--- config.mk ---
export PLATFORM = sky130hd
export DESIGN_NAME = wb_stage_buf
export DESIGN_NICKNAME = d
export VERILOG_FILES = /design/src/rtl/wb_stage_buf.sv
export SDC_FILE = /design/constraint.sdc
export NUM_CORES = 1
export LEC_CHECK = 0
export ABC_AREA = 1
export ABC_CLOCK_PERIOD_IN_PS = 2500
export CAP_MARGIN = 20
export CORE_AREA = 2 2 108 110
export DETAILED_ROUTE_END_ITERATION = 12
export DIE_AREA = 0 0 110 112
export PLACE_DENSITY = 0.61
export SLEW_MARGIN = 20
export SYNTH_ARGS = -nofsm -noshare
export SYNTH_HDL_FRONTEND = slang
export SYNTH_SLANG_ARGS = --single-unit
export TNS_END_PERCENT = 1
--- constraint.sdc ---
create_clock -name clock -period 2.5 [get_ports clock]
set_input_delay 0.375 -clock clock [delete_from_list [all_inputs] [get_ports clock]]
set_output_delay 0.375 -clock clock [all_outputs]
set_load 0.005 [all_outputs]
--- src/rtl/wb_stage_buf.sv ---
// Write-back stage: decodes the MEM-stage bus and queues register writes in a
// 2-entry FIFO that drains to the regfile. The optional retire counter is built when WB_RETIRE_CNT_EN is defined.
module wb_stage_buf #(
  parameter int unsigned DATA_W = 16,
  parameter int unsigned REG_AW = 3,
  parameter int unsigned OP_W   = 4
) (
  input  logic                            clock,
  input  logic                            resetn,
  input  logic [OP_W+REG_AW+2*DATA_W:0]   membus,
  output logic                            mem_ready,
  output logic [REG_AW+DATA_W:0]          wbbus,
  input  logic                            wb_ack,
  output logic [REG_AW-1:0]               wb_dest,
  output logic [(2**REG_AW)-1:0]          pend_mask
`ifdef WB_RETIRE_CNT_EN
  ,
  output logic [31:0]                     retire_cnt
`endif
);

  localparam int unsigned MB_W = 1 + OP_W + REG_AW + 2 * DATA_W;
  localparam int unsigned WB_W = 1 + REG_AW + DATA_W;
  localparam int unsigned NREG = 2 ** REG_AW;

  // MEM-stage bus fields
  logic              mb_valid;
  logic [OP_W-1:0]   mb_op;
  logic [REG_AW-1:0] mb_dest;
  logic [DATA_W-1:0] mb_ex;
  logic [DATA_W-1:0] mb_mem;

  assign mb_valid = membus[MB_W-1];
  assign mb_op    = membus[MB_W-2 -: OP_W];
  assign mb_dest  = membus[2*DATA_W +: REG_AW];
  assign mb_ex    = membus[DATA_W +: DATA_W];
  assign mb_mem   = membus[0 +: DATA_W];

  logic              dec_writes;
  logic [DATA_W-1:0] dec_value;

  assign dec_writes = (!mb_op[3] && (|mb_op[2:0]))
                    || (mb_op[3] && !mb_op[2] && !mb_op[1])
                    || (!mb_op[2] && mb_op[1] && !mb_op[0]);
  assign dec_value  = (mb_op[3] && mb_op[1]) ? mb_mem : mb_ex;

  logic [REG_AW-1:0] ent_dest     [2];
  logic [DATA_W-1:0] ent_val      [2];
  logic [1:0]        ent_vld;
  logic              rd_ptr, wr_ptr;
  logic [1:0]        count;

  logic [REG_AW-1:0] ent_dest_nxt [2];
  logic [DATA_W-1:0] ent_val_nxt  [2];
  logic [1:0]        ent_vld_nxt;
  logic              rd_ptr_nxt, wr_ptr_nxt;
  logic [1:0]        count_nxt;
  logic              accept, push, pop;
  logic              mem_ready_nxt;
  logic [WB_W-1:0]   wbbus_nxt;
  logic [REG_AW-1:0] wb_dest_nxt;
  logic [NREG-1:0]   pend_nxt;
`ifdef WB_RETIRE_CNT_EN
  logic [31:0]       retire_nxt;
`endif

  // Next FIFO state, then outputs derived from it so they are registered with the FIFO
  always_comb begin
    ent_dest_nxt = ent_dest;
    ent_val_nxt  = ent_val;
    ent_vld_nxt  = ent_vld;
    rd_ptr_nxt   = rd_ptr;
    wr_ptr_nxt   = wr_ptr;
    wbbus_nxt    = '0;
    wb_dest_nxt  = '0;
    pend_nxt     = '0;

    accept = mb_valid && (count != 2'd2);
    push   = accept && dec_writes;
    pop    = (count != 2'd0) && wb_ack;

    if (pop) begin
      ent_vld_nxt[rd_ptr] = 1'b0;
      rd_ptr_nxt          = ~rd_ptr;
    end
    if (push) begin
      ent_vld_nxt[wr_ptr]  = 1'b1;
      ent_dest_nxt[wr_ptr] = mb_dest;
      ent_val_nxt[wr_ptr]  = dec_value;
      wr_ptr_nxt           = ~wr_ptr;
    end
    count_nxt     = count + 2'(push) - 2'(pop);
    mem_ready_nxt = (count_nxt != 2'd2);

    if (count_nxt != 2'd0) begin
      wbbus_nxt   = {1'b1, ent_dest_nxt[rd_ptr_nxt], ent_val_nxt[rd_ptr_nxt]};
      wb_dest_nxt = ent_dest_nxt[rd_ptr_nxt];
    end
    if (ent_vld_nxt[0]) pend_nxt[ent_dest_nxt[0]] = 1'b1;
    if (ent_vld_nxt[1]) pend_nxt[ent_dest_nxt[1]] = 1'b1;

`ifdef WB_RETIRE_CNT_EN
    retire_nxt = retire_cnt + 32'(2'(accept && !dec_writes) + 2'(pop));
`endif
  end

  always_ff @(posedge clock) begin
    if (!resetn) begin
      ent_dest[0] <= '0;
      ent_dest[1] <= '0;
      ent_val[0]  <= '0;
      ent_val[1]  <= '0;
      ent_vld     <= '0;
      rd_ptr      <= 1'b0;
      wr_ptr      <= 1'b0;
      count       <= 2'd0;
      mem_ready   <= 1'b1;
      wbbus       <= '0;
      wb_dest     <= '0;
      pend_mask   <= '0;
`ifdef WB_RETIRE_CNT_EN
      retire_cnt  <= '0;
`endif
    end else begin
      ent_dest    <= ent_dest_nxt;
      ent_val     <= ent_val_nxt;
      ent_vld     <= ent_vld_nxt;
      rd_ptr      <= rd_ptr_nxt;
      wr_ptr      <= wr_ptr_nxt;
      count       <= count_nxt;
      mem_ready   <= mem_ready_nxt;
      wbbus       <= wbbus_nxt;
      wb_dest     <= wb_dest_nxt;
      pend_mask   <= pend_nxt;
`ifdef WB_RETIRE_CNT_EN
      retire_cnt  <= retire_nxt;
`endif
    end
  end

endmodule

Word-level counts from Yosys, hierarchy flattened:

Cells that the tools add are included.

* input bits: 43
* bits in latches: 0
* memories kept: 0
* memory bits (read-only): 0
* RAM bits: 0
* flip-flop bits (word level): 76
* output and inout bits: 32
* word-level logic and storage cells: 89

* eq/ne operators: 2
* reductions and logical operators: 24
* mux-type cells: 29
* shift operators: 0
* order comparisons: 11
* bitwise logic cells: 8
* multiply operators: 0
* div/mod/pow operators: 0
* add/sub/neg operators: 2

Operators by type and width (number)
* two-way mux 16 bit: 5
* bitwise mux 32 bit: 1
* two-way mux 32 bit: 1
* two-way mux 20 bit: 1
* demux 16 bit (select 1 bit): 1
* two-way mux 8 bit: 2
* logical AND 1 bit: 14
* two-way mux 3 bit: 4
* less-than comparator 3 x 4 -> 1 bit (second input constant): 2
* OR 8 bit: 1
* bitwise mux 6 bit: 1
* demux 1 bit (select 3 bit): 2
* >= comparator 3 x 1 -> 1 bit (second input constant): 2
* two-way mux 6 bit: 1
* two-way mux 1 bit: 5
* >= comparator 2 bit (second input constant): 2
* logical NOT 1 bit: 4
* less-than comparator 1 x 2 -> 1 bit (second input constant): 2
* two-way mux 2 bit: 2
* != test 2 bit (second input constant): 2
* NOT 1 -> 2 bit: 2
* nonzero test 2 bit: 2
* demux 3 bit (select 1 bit): 1
* OR reduction 3 bit: 1
* other kinds (11): 15

Depth between registers and ports, before layout:

Gate-level depths: netlist of run 1.

* depth in word-level cells: 14
* depth in mapped cells: 15
* gate-level depth less buffers: 13

Worst setup path before layout of run 1:

OpenSTA, ideal clock, no wires.

* path type: in2reg
* from: input membus[38]
* to: register wbbus[17]
* stages: 14
* buffers on the path: 2
* arrival: 2.026 ns
* path slack: 0.405 ns
* path through: nand2_1 -> nand3_4 -> nor2_8 -> buf_12 -> inv_1 -> ha_1 -> inv_1 -> ha_1 -> xnor2_1 -> nand2_1 -> nand2_1 -> buf_2 -> o21ai_0 -> a21oi_1

* word-level cells in the longest chain between the ends: 9
* elaborated cells on any way between the ends: 15

RTL lines
* start, declared: line 10 `input logic [OP_W+REG_AW+2*DATA_W:0] membus,`
* logical NOT 1 bit or logical AND 1 bit (tied branches): line 42, 43
* logical AND 1 bit (on tied branches): line 42, 43
* logical OR 1 bit (*): line 43 `|| (mb_op[3] && !mb_op[2] && !mb_op[1])`
* logical OR 1 bit (*): line 44 `|| (!mb_op[2] && mb_op[1] && !mb_op[0]);`
* logical AND 1 bit (*): line 79 `push = accept && dec_writes;`
* adder 2 x 1 -> 2 bit or two-way mux 6 bit (tied branches): line 92, 86
* subtractor 2 x 1 -> 2 bit or two-way mux 3 bit (tied branches): line 92, 96
* nonzero test 2 bit or two-way mux 3 bit (tied branches): line 95, 96
* AND reduction 2 bit (no source line) or two-way mux 3 bit (tied branches)
* end signal, assigned: line 132 `wbbus <= wbbus_nxt;`
* end, declared: line 12 `output logic [REG_AW+DATA_W:0] wbbus,`

Mark *: on every way between the ends. The rest lies on a longest branch, timed or not. The select of a mux whose other input is x is not followed.
A chain may end at the register's enable or synchronous reset.

Final worst setup path of run 1:

* from: input membus[38]
* to: register wbbus[7]

* word-level cells in the longest chain between the ends: 9
* elaborated cells on any way between the ends: 18

RTL lines (line)
* logical NOT 1 bit or logical AND 1 bit (tied branches): 42, 43
* logical AND 1 bit (on tied branches): 42, 43
* logical OR 1 bit: 43
* logical OR 1 bit: 44
* logical AND 1 bit: 79
* adder 2 x 1 -> 2 bit or two-way mux 32 bit (tied branches): 92, 86
* subtractor 2 x 1 -> 2 bit or two-way mux 16 bit (tied branches): 92, 96
* nonzero test 2 bit or two-way mux 16 bit (tied branches): 95, 96
* AND reduction 2 bit (no source line) or two-way mux 16 bit (tied branches)

Several ways; a longest one is shown, not always the timed one. The select of a mux whose other input is x is not followed.

==> impl_metrics.toml, run 1 <==
[run_status]
status = "completed"

[cells_and_area]
syn_to_final_growth_pct = 34.7
final_cells = 703
antennaDiodeCount = 0
fillers = 1148
ff_latch_area_um2 = 1460
final_cell_mix = "nand2_1 (101), nor2_1 (94), clkdlybuf4s50_1 (74)"
multi_input_area_um2 = 1480
fin_nets = 601
drive_gt1_share_pct = 10.2
final_common_cell = "nand2_1"

[setup_path]
cp-start-kind = "input pin"
path_class = "in2reg"
path_max_fanout = 8
reg2reg_to = "wbbus[7]$_SDFF_PN0_"
crit_required_ps = 2770
rrSetupSlack_ps = 400
reg2reg_depth = 14
r2r_start = "count[0]$_SDFF_PN0_"
worstPathArrival_ps = 2540
cp-end-kind = "register"

[power]
p_leak_uw = 0.00195
p_per_area_nw_per_um2 = 930
seqPwrFrac_pct = 32.9
pwr-share-clk_pct = 36.6
internal_power_uw = 2990
power_switching_uw = 1280
peakVddDrop_v = 0.000341
sw_frac_of_total_pct = 30.0
total_power_uw = 4280
pwr-share-comb_pct = 30.5

[floorplan]
core_um2 = 11200
die_w_um = 110
die_y_um = 112
die_area_um2 = 12300
io_pins = 75
num_rows = 39
start_util_pct = 30.5

[timing]
fmax_ghz = 0.439
slew_headroom_pct = 66.6
tightestPinTransition_ps = 498
slew_violations = 0
worst_hold_slack_ps = 483
finalCriticalPeriod_ps = 2280
fin_crit_sh_pct = 91.1
finalHoldViolCount = 0
fin_skew_ps = 5.16
finalSetupViolations = 0
setup_slack_ps = 223
rsz0062_at_grt = "false"

[clock_network]
cts_tree = "built"
clkSinkCount = 73
cts.clk_slew.worst_paths_ps = 60
cts_root_buf = "clkbuf_16"
clock_latency_ps = 330
cts.path.max_buffers = 2
htreeDepth = 3
ctsResizeCount = 0
numCtsBuffers = 9
cts_setup_buffers = 0
ctsHoldBuffers = 0

[global_routing]
grt.overflow.total = 0
grt_max_degree = 39
antenna_found_initial = 0
track_usage_pct = 13.7
grt_pass1_wl_um = 13100
first_global_vias = 2846

[logic_synthesis]
syn_inst = 487
syn_nets = 532
ys_seq_elements = 73
syn_area_um2 = 3410
synth.distinct_cells = 26
ys_seq_area_share_pct = 42.8
ys_warn_count = 0
syn_area_per_cell_um2 = 7.01

[place]
gp_congestion = 0.822
dp_hpwl_um = 5560
place_inst = 688
io_buffers = 74
pre_cts_ws_ps = -141

[worst_hold_path]
min_from = "ent_val[1]$_SDFF_PN0_"
min_path_cells = 2
min-delay-path-class = "reg2reg"
holdPathEnd = "ent_val[1]$_SDFF_PN0_"

[drt]
wire_per_inst_um = 11.2
via_per_inst = 4.32
num_vias = 3035
routed_wl_um = 7860
antenna_left = 0
dr.pass1.iters = 4
drt_iter0_markers = 118
drc_errors = 0

[job]
maxCapViolations = 0
state kept, by name, summed over array words and instances, names as in the netlist, 2 cells and up:
register   count
ent_val       32
count          2
ent_dest       6
pend_mask      8
ent_vld        2
wbbus         20
worst max-delay path, cell delays in order:
cell and delay (ps):
clkdlybuf4s50_1 520, nor2_1 60, nand2_1 70, nand2_2 90
nor2_8 90, inv_1 50, ha_1 260, inv_1 40
ha_1 180, xnor2_1 150, nand2_1 100, nand2_1 170
buf_4 200, o21ai_0 90, nor2_1 100
cell families after synthesis:
logic type,count (synthesis),synth area share (%)
compound gates,88,13.9
fa+ha+maj,2,0.733
simple gates,225,28.3
xor+xnor,2,0.513
flops,73,42.8
buf+inv,97,13.7
final cells by class:
type | count | share of cell area [%]
repair buffers | 84 | 18.3
clock buffers | 10 | 5.20
well taps | 143 | 3.89
flip-flops and latches | 73 | 31.8
inverters | 71 | 5.80
multi-input cells | 317 | 32.3
clock inverters | 5 | 2.78
routing by layer:
metal | routed length (µm) | global-route usage [%] | up-vias
li1 | - | - | 1619
met1 | 3590 | 17.2 | 1318
met2 | 3610 | 21.5 | 82
met3 | 476 | 3.98 | 16
met4 | 184 | 6.08 | 0
met5 | 0 | 0 | -
cells in the mapped netlist:
cell        n  area share (%)
a21oi_1     6            0.88
a21oi_2     5             1.3
buf_12      1            0.59
buf_2       5            0.73
buf_4       4            0.88
buf_6       9             3.0
clkbuf_1    7            0.77
dfxtp_1    73              43
ha_1        2            0.73
inv_1      70             7.7
inv_2       1            0.11
nand2_1   101              11
nand2_2    15             2.7
nand2_4     3            0.99
nand3_1     4            0.59
nand3_4     1            0.51
nor2_1     94              10
nor2_4      2            0.66
nor2_8      1            0.59
o21ai_0    28             4.1
o21ai_1    44             6.5
o21ai_2     3            0.77
o21bai_1    2            0.44
or2_1       3            0.55
or2_2       1            0.18
xnor2_1     2            0.51
metrics by stage:
step / util (%) / setup TNS [ps] / cell area (µm²)
2_1_floorplan: - / 0 / 3410
3_3_place_gp: 37.9 / -370 / 4230
4_1_cts: 41.1 / 0 / 4600
5_1_grt: 41.1 / 0 / 4600
6_report: 41.1 / 0 / 4600
3_5_place_dp: 37.9 / -1510 / 4230
worst max path at each step:
stage	start	to	slack, ps	cells past startpoint
after floorplan	membus[38]	wbbus[17]$_SDFF_PN0_	400	14
after global placement	membus[38]	wbbus[11]$_SDFF_PN0_	-40	15
after detailed placement	membus[38]	wbbus[11]$_SDFF_PN0_	-140	15
after CTS	membus[38]	wbbus[11]$_SDFF_PN0_	200	15
after global routing	membus[38]	wbbus[11]$_SDFF_PN0_	50	15
final	membus[38]	wbbus[7]$_SDFF_PN0_	220	15
power by group through the flow:
stage	Combinational (µW)	Sequential, µW	Clock [µW]
after floorplan	880	1430	0
after global placement	1280	1430	0
after detailed placement	1310	1430	0
after CTS	1320	1410	1600
after global routing	1480	1420	1660
final	1300	1410	1570
Note: power is estimated with default switching activity, not from simulation.
==> run 2: changes to the inputs <==
--- a/config.mk
+++ b/config.mk
@@ -8,10 +8,10 @@
 export ABC_AREA = 1
 export ABC_CLOCK_PERIOD_IN_PS = 2500
 export CAP_MARGIN = 20
-export CORE_AREA = 2 2 108 110
+export CORE_AREA = 2 2 90 92
 export DETAILED_ROUTE_END_ITERATION = 12
-export DIE_AREA = 0 0 110 112
-export PLACE_DENSITY = 0.61
+export DIE_AREA = 0 0 92 94
+export PLACE_DENSITY = 0.8
 export SLEW_MARGIN = 20
 export SYNTH_ARGS = -nofsm -noshare
 export SYNTH_HDL_FRONTEND = slang
==> run 2 against run 1 <==
  * Worst hold slack got worse by 2.8 ps
  * Cell area decreased by 5.3%
  * Non-clock buffer count increased by 2
  * Die area decreased by 30%
  * Clock skew increased by 2.8 ps
  * Fmax increased by 0.66%
  * Routed wire length decreased by 1.7%
  * First-iteration DRC count increased by 110%
  * Critical path type unchanged
  * Critical endpoint is now wbbus[12]$_SDFF_PN0_
==> impl_metrics.toml, run 2 (synthesized netlist as in run 1, its figures left out) <==
[place]
pre_cts_ws_ps = -123
io_buffers = 74
place_area_um2 = 4170
place_inst = 649
dp_hpwl_um = 5520
gp_congestion = 0.836

[setup_path]
worst_path_largest_cell_delay_ps = 520
path_max_fanout = 14
cp-end-kind = "register"
path_cells = "clkdlybuf4s50_1 > nor2_1 > nand2_1 > nand2_2 > nor2_8 > inv_1 > ha_1 > inv_1 > ha_1 > xnor2_1 > nand2_1 > nand2_1 > buf_4 > o21ai_0 > nor2_1"
crit_required_ps = 2790
cp_slowest_cell = "clkdlybuf4s50_1"
cpLargestDelayFamily = "buffers and inverters"
crit_path_frequent_cell = "nand2_1"
worstPathArrival_ps = 2550
cp-start-kind = "input pin"
path_class = "in2reg"
crit_buf_inv = 4

[global_routing]
antenna_found_initial = 0
grt.overflow.total = 0
grt_pass1_wl_um = 13200
first_global_vias = 3009
track_usage_pct = 19.1
grt_max_degree = 34

[cells_and_area]
design_area_um2 = 4350
final_cell_mix = "nand2_1 (101), nor2_1 (94), clkdlybuf4s50_1 (74)"
fin_nets = 603
regMostFlops = "ent_val"
antennaDiodeCount = 0
largest_register_ffs = 32
top_regs = "ent_val x32, wbbus x20, pend_mask x8"
final_common_cell = "nand2_1"
drive_gt1_share_pct = 10.7
final_cells = 665
syn_to_final_growth_pct = 27.6

[drt]
met1Wirelength_um = 3420
routed_wl_um = 7730
drc_errors = 0
highest_layer = "met4"
drt_iter0_markers = 249
wire_per_inst_um = 11.6
antenna_left = 0
wl_met2_um = 3720
via_per_inst = 4.61
dr.pass1.iters = 4
wl_met3_um = 447
num_vias = 3063

[timing]
fin_skew_ps = 7.96
finalSetupViolations = 0
slew_headroom_pct = 67.5
fin_crit_sh_pct = 90.5
finalHoldViolCount = 0
tightestPinTransition_ps = 487
rsz0062_at_grt = "false"
tns_ps = 0
setup_slack_ps = 238
fmax_ghz = 0.442
finalCriticalPeriod_ps = 2260
slew_violations = 0

[clock_network]
cts_setup_buffers = 0
ctsResizeCount = 0
ctsHoldBuffers = 0
numCtsBuffers = 9
htreeDepth = 3
cts.path.max_buffers = 2
cts_tree = "built"
clkSinkCount = 73
cts.clk_slew.worst_paths_ps = 90
clock_latency_ps = 350
cts_root_buf = "clkbuf_8"

[power]
p_leak_uw = 0.00187
peakVddDrop_v = 0.000378
p_per_area_nw_per_um2 = 824
total_power_uw = 3590

[worst_hold_path]
min-delay-path-class = "reg2reg"

[job]
maxCapViolations = 0

[floorplan]
start_util_pct = 44.9
io_pins = 75
die_area_um2 = 8650
die_y_um = 94
num_rows = 32
die_w_um = 92
core_um2 = 7610

[run_status]
status = "completed"
[run 2: worst register-to-register path, delay by kind of cell, from the launching register on]
family | cells | cell delay (ps)
buffers and inverters | 4 | 370
flip-flops | 1 | 340
XOR/XNOR | 1 | 150
adder cells (fa/ha/maj) | 2 | 460
AO/OA/AOI/OAI | 1 | 120
AND/OR/NAND/NOR | 6 | 650
[run 2: cell type report]
| cell class | count | area, µm² |
|---|---|---|
| inverter | 71 | 267 |
| fill | 678 | 3250 |
| multi-input combinational | 317 | 1480 |
| clock buffer | 9 | 124 |
| sequential | 73 | 1460 |
| timing repair buffer | 86 | 831 |
| tap | 102 | 128 |
| clock inverter | 7 | 61.3 |
[run 2: stage by stage]
step	util, %	hold WS [ps]
3_5_place_dp	54.8	469
3_3_place_gp	54.8	459
4_1_cts	57.2	480
6_report	57.2	480
5_1_grt	57.2	510
2_1_floorplan	-	451
[run 2: worst paths after layout]
check | start | to | slack [ps] | cells past startpoint
max | membus[38] | wbbus[12]$_SDFF_PN0_ | 240 | 15
min | ent_val[1]$_SDFF_PN0_ | ent_val[1]$_SDFF_PN0_ | 480 | 2
max reg2reg | count[0]$_SDFF_PN0_ | wbbus[12]$_SDFF_PN0_ | 370 | 14
min reg2reg | ent_val[1]$_SDFF_PN0_ | ent_val[1]$_SDFF_PN0_ | 480 | 2
[run 2: power by group]
group / internal (µW) / leakage [µW] / total (µW) / switching [µW]
Clock: 377 / 0.0000884 / 863 / 486
Sequential: 1340 / 0.000596 / 1410 / 75.9
Combinational: 562 / 0.00118 / 1310 / 748
[run 2: per-layer routing]
layer,vias up,track usage [%]
met3,13,5.54
met5,-,0
met4,0,7.46
met2,96,32.2
met1,1337,23.0
li1,1617,-
==> variant (settings of run 1) <==
Set the parameter `DATA_W` to 24 (it was 16).
--- a/src/rtl/wb_stage_buf.sv
+++ b/src/rtl/wb_stage_buf.sv
@@ -1,7 +1,7 @@
 // Write-back stage: decodes the MEM-stage bus and queues register writes in a
 // 2-entry FIFO that drains to the regfile. The optional retire counter is built when WB_RETIRE_CNT_EN is defined.
 module wb_stage_buf #(
-  parameter int unsigned DATA_W = 16,
+  parameter int unsigned DATA_W = 24,
   parameter int unsigned REG_AW = 3,
   parameter int unsigned OP_W   = 4
 ) (
Interface: changed (resized membus and wbbus); port bits go from 75 to 99. No check against the original RTL was run, so the function may have changed too.
==> variant against run 1 <==
  * Cell count increased by 23%
  * Die area unchanged
  * Worst hold slack got worse by 7.2 ps
  * Design area increased by 26%
  * Critical endpoint is now wbbus[25]
  * Sequential cell count increased by 24
  * Sequential share of layout area increased by 1.8 points
  * Critical path type unchanged
  * First-iteration DRC count increased by 35%
  * Worst setup slack improved by 40 ps
  * Wire length increased by 26%
  * Total power increased by 19%
  * Largest power group is now registers
  * Count of clock-buffer cells in the layout unchanged
  * Non-clock buffer count increased by 27
  * Via count increased by 31%
  * Highest routed layer unchanged
  * Synthesized area increased by 27%
==> variant: results (changes against run 1) <==
* Pre-CTS setup slack at -120 ps (+21.3 ps)
* Number of cells after detailed placement at 846 (+23%)
* Status: finished, final reports clean
* Antenna diodes at 0 (unchanged)
* CP max FO at 28 (+20)
* First-pass GRT wire length at 16600 um (+27%)
* Met1 Routed Length at 4470 um (+25%)
* Mapped Nets at 688 (+29%)
* DR iter-0 viols at 159 (+35%)
* Largest net degree at the start of global routing at 41 (+5.1%)
* Maximum vdd ir drop at 446 uV (+31%)
* Post-synthesis adder-cell area fraction at 0.577% (-0.16 points)
* Sw frac at 32.0% (+2.0 points)
* WL met2 at 4890 um (+35%)
* LEAKAGE at 2.45 nW (+26%)
* Xor-xnor portion of the synthesized cell area at 0.404% (-0.11 points)
* Placement Cell Area at 0.00546 sq mm (+29%)
* Average wire per standard cell at 11.5 um (+2.9%)
* Vias per std cell at 4.61 (+6.7%)
* GRT Total Usage at 16.9% (+3.2 points)
* Seq/Total Area, Yosys at 44.7% (+1.9 points)
* Vias in the first global route at 3667 (+29%)
* Post-Syn Instances at 627 (+29%)
* Worst Skew at 4.00 ps (-1.15 ps)
* Relative slew slack at 68.2% (+1.7 points)
* Largest regs: ent_val (48), wbbus (28), pend_mask (8)
* PortBufs at 98 (+32%)
* Largest cells by area after synthesis: dfxtp_1 (45%), nand2_1 (13%), nor2_1 (8.7%)
* Metal3 WL at 371 um (-22%)
* Dpl hpwl at 6980 um (+26%)
* WP data arrival at 2510 ps (-30 ps)
* Routability-driven placement congestion ratio at 0.838 (+2.0%)
* Layout Nets at 775 (+29%)
* Synth top cells by count: nand2_1 (154), nor2_1 (101), dfxtp_1 (97)
* Layout cell share with drive strength beyond 1 at 7.65% (-2.5 points)
* Unique masters post-synth at 24 (-7.7%)
-- variant: logic make-up after synthesis --
| family | Yosys count |
|---|---|
| compound gates | 99 |
| xor+xnor | 2 |
| fa+ha+maj | 2 |
| buf+inv | 109 |
| flops | 97 |
| simple gates | 318 |
-- variant: area by class of cell --
| class | count | area, sq um |
|---|---|---|
| fillers | 1090 | 5390 |
| flip-flops and latches | 97 | 1940 |
| multi-input cells | 421 | 1930 |
| repair buffers | 111 | 1130 |
| inverters | 74 | 278 |
| clock buffers | 10 | 239 |
| well taps | 143 | 179 |
| clock inverters | 6 | 90.1 |
-- variant: per-layer routing --
layer	vias up	global-route usage, %
li1	2099	-
met1	1783	20.9
met2	74	29.0
met3	14	3.22
met4	0	5.82
met5	-	0
-- variant: critical path: stages --
cell and delay, ps:
clkdlybuf4s50_1 460, nand2_1 90, nand3_1 140, nor2_4 140, inv_1 60, ha_1 270, inv_1 40, ha_1 190
xnor2_1 160, nand2_1 80, nand2_1 110, buf_12 190, o21ai_0 100, a21oi_1 110
-- variant: power groups by stage --
stage                     clock [mW]  combinational (mW)  sequential [mW]
final                           1.50                1.75             1.85
after detailed placement           0                1.75             1.89
after floorplan                    0                1.15             1.88
after CTS                       1.53                1.76             1.86
after global routing            1.61                1.98             1.87
after global placement             0                1.72             1.88
-- variant: path summary, 6_finish.rpt --
| check | startpoint | end | slack, ps | depth (start not counted) |
|---|---|---|---|---|
| max | membus[54] | wbbus[25] | 260 | 14 |
| min | ent_val[17] | ent_val[17] | 480 | 2 |
| max reg2reg | count[0] | wbbus[25] | 400 | 14 |
| min reg2reg | ent_val[17] | ent_val[17] | 480 | 2 |
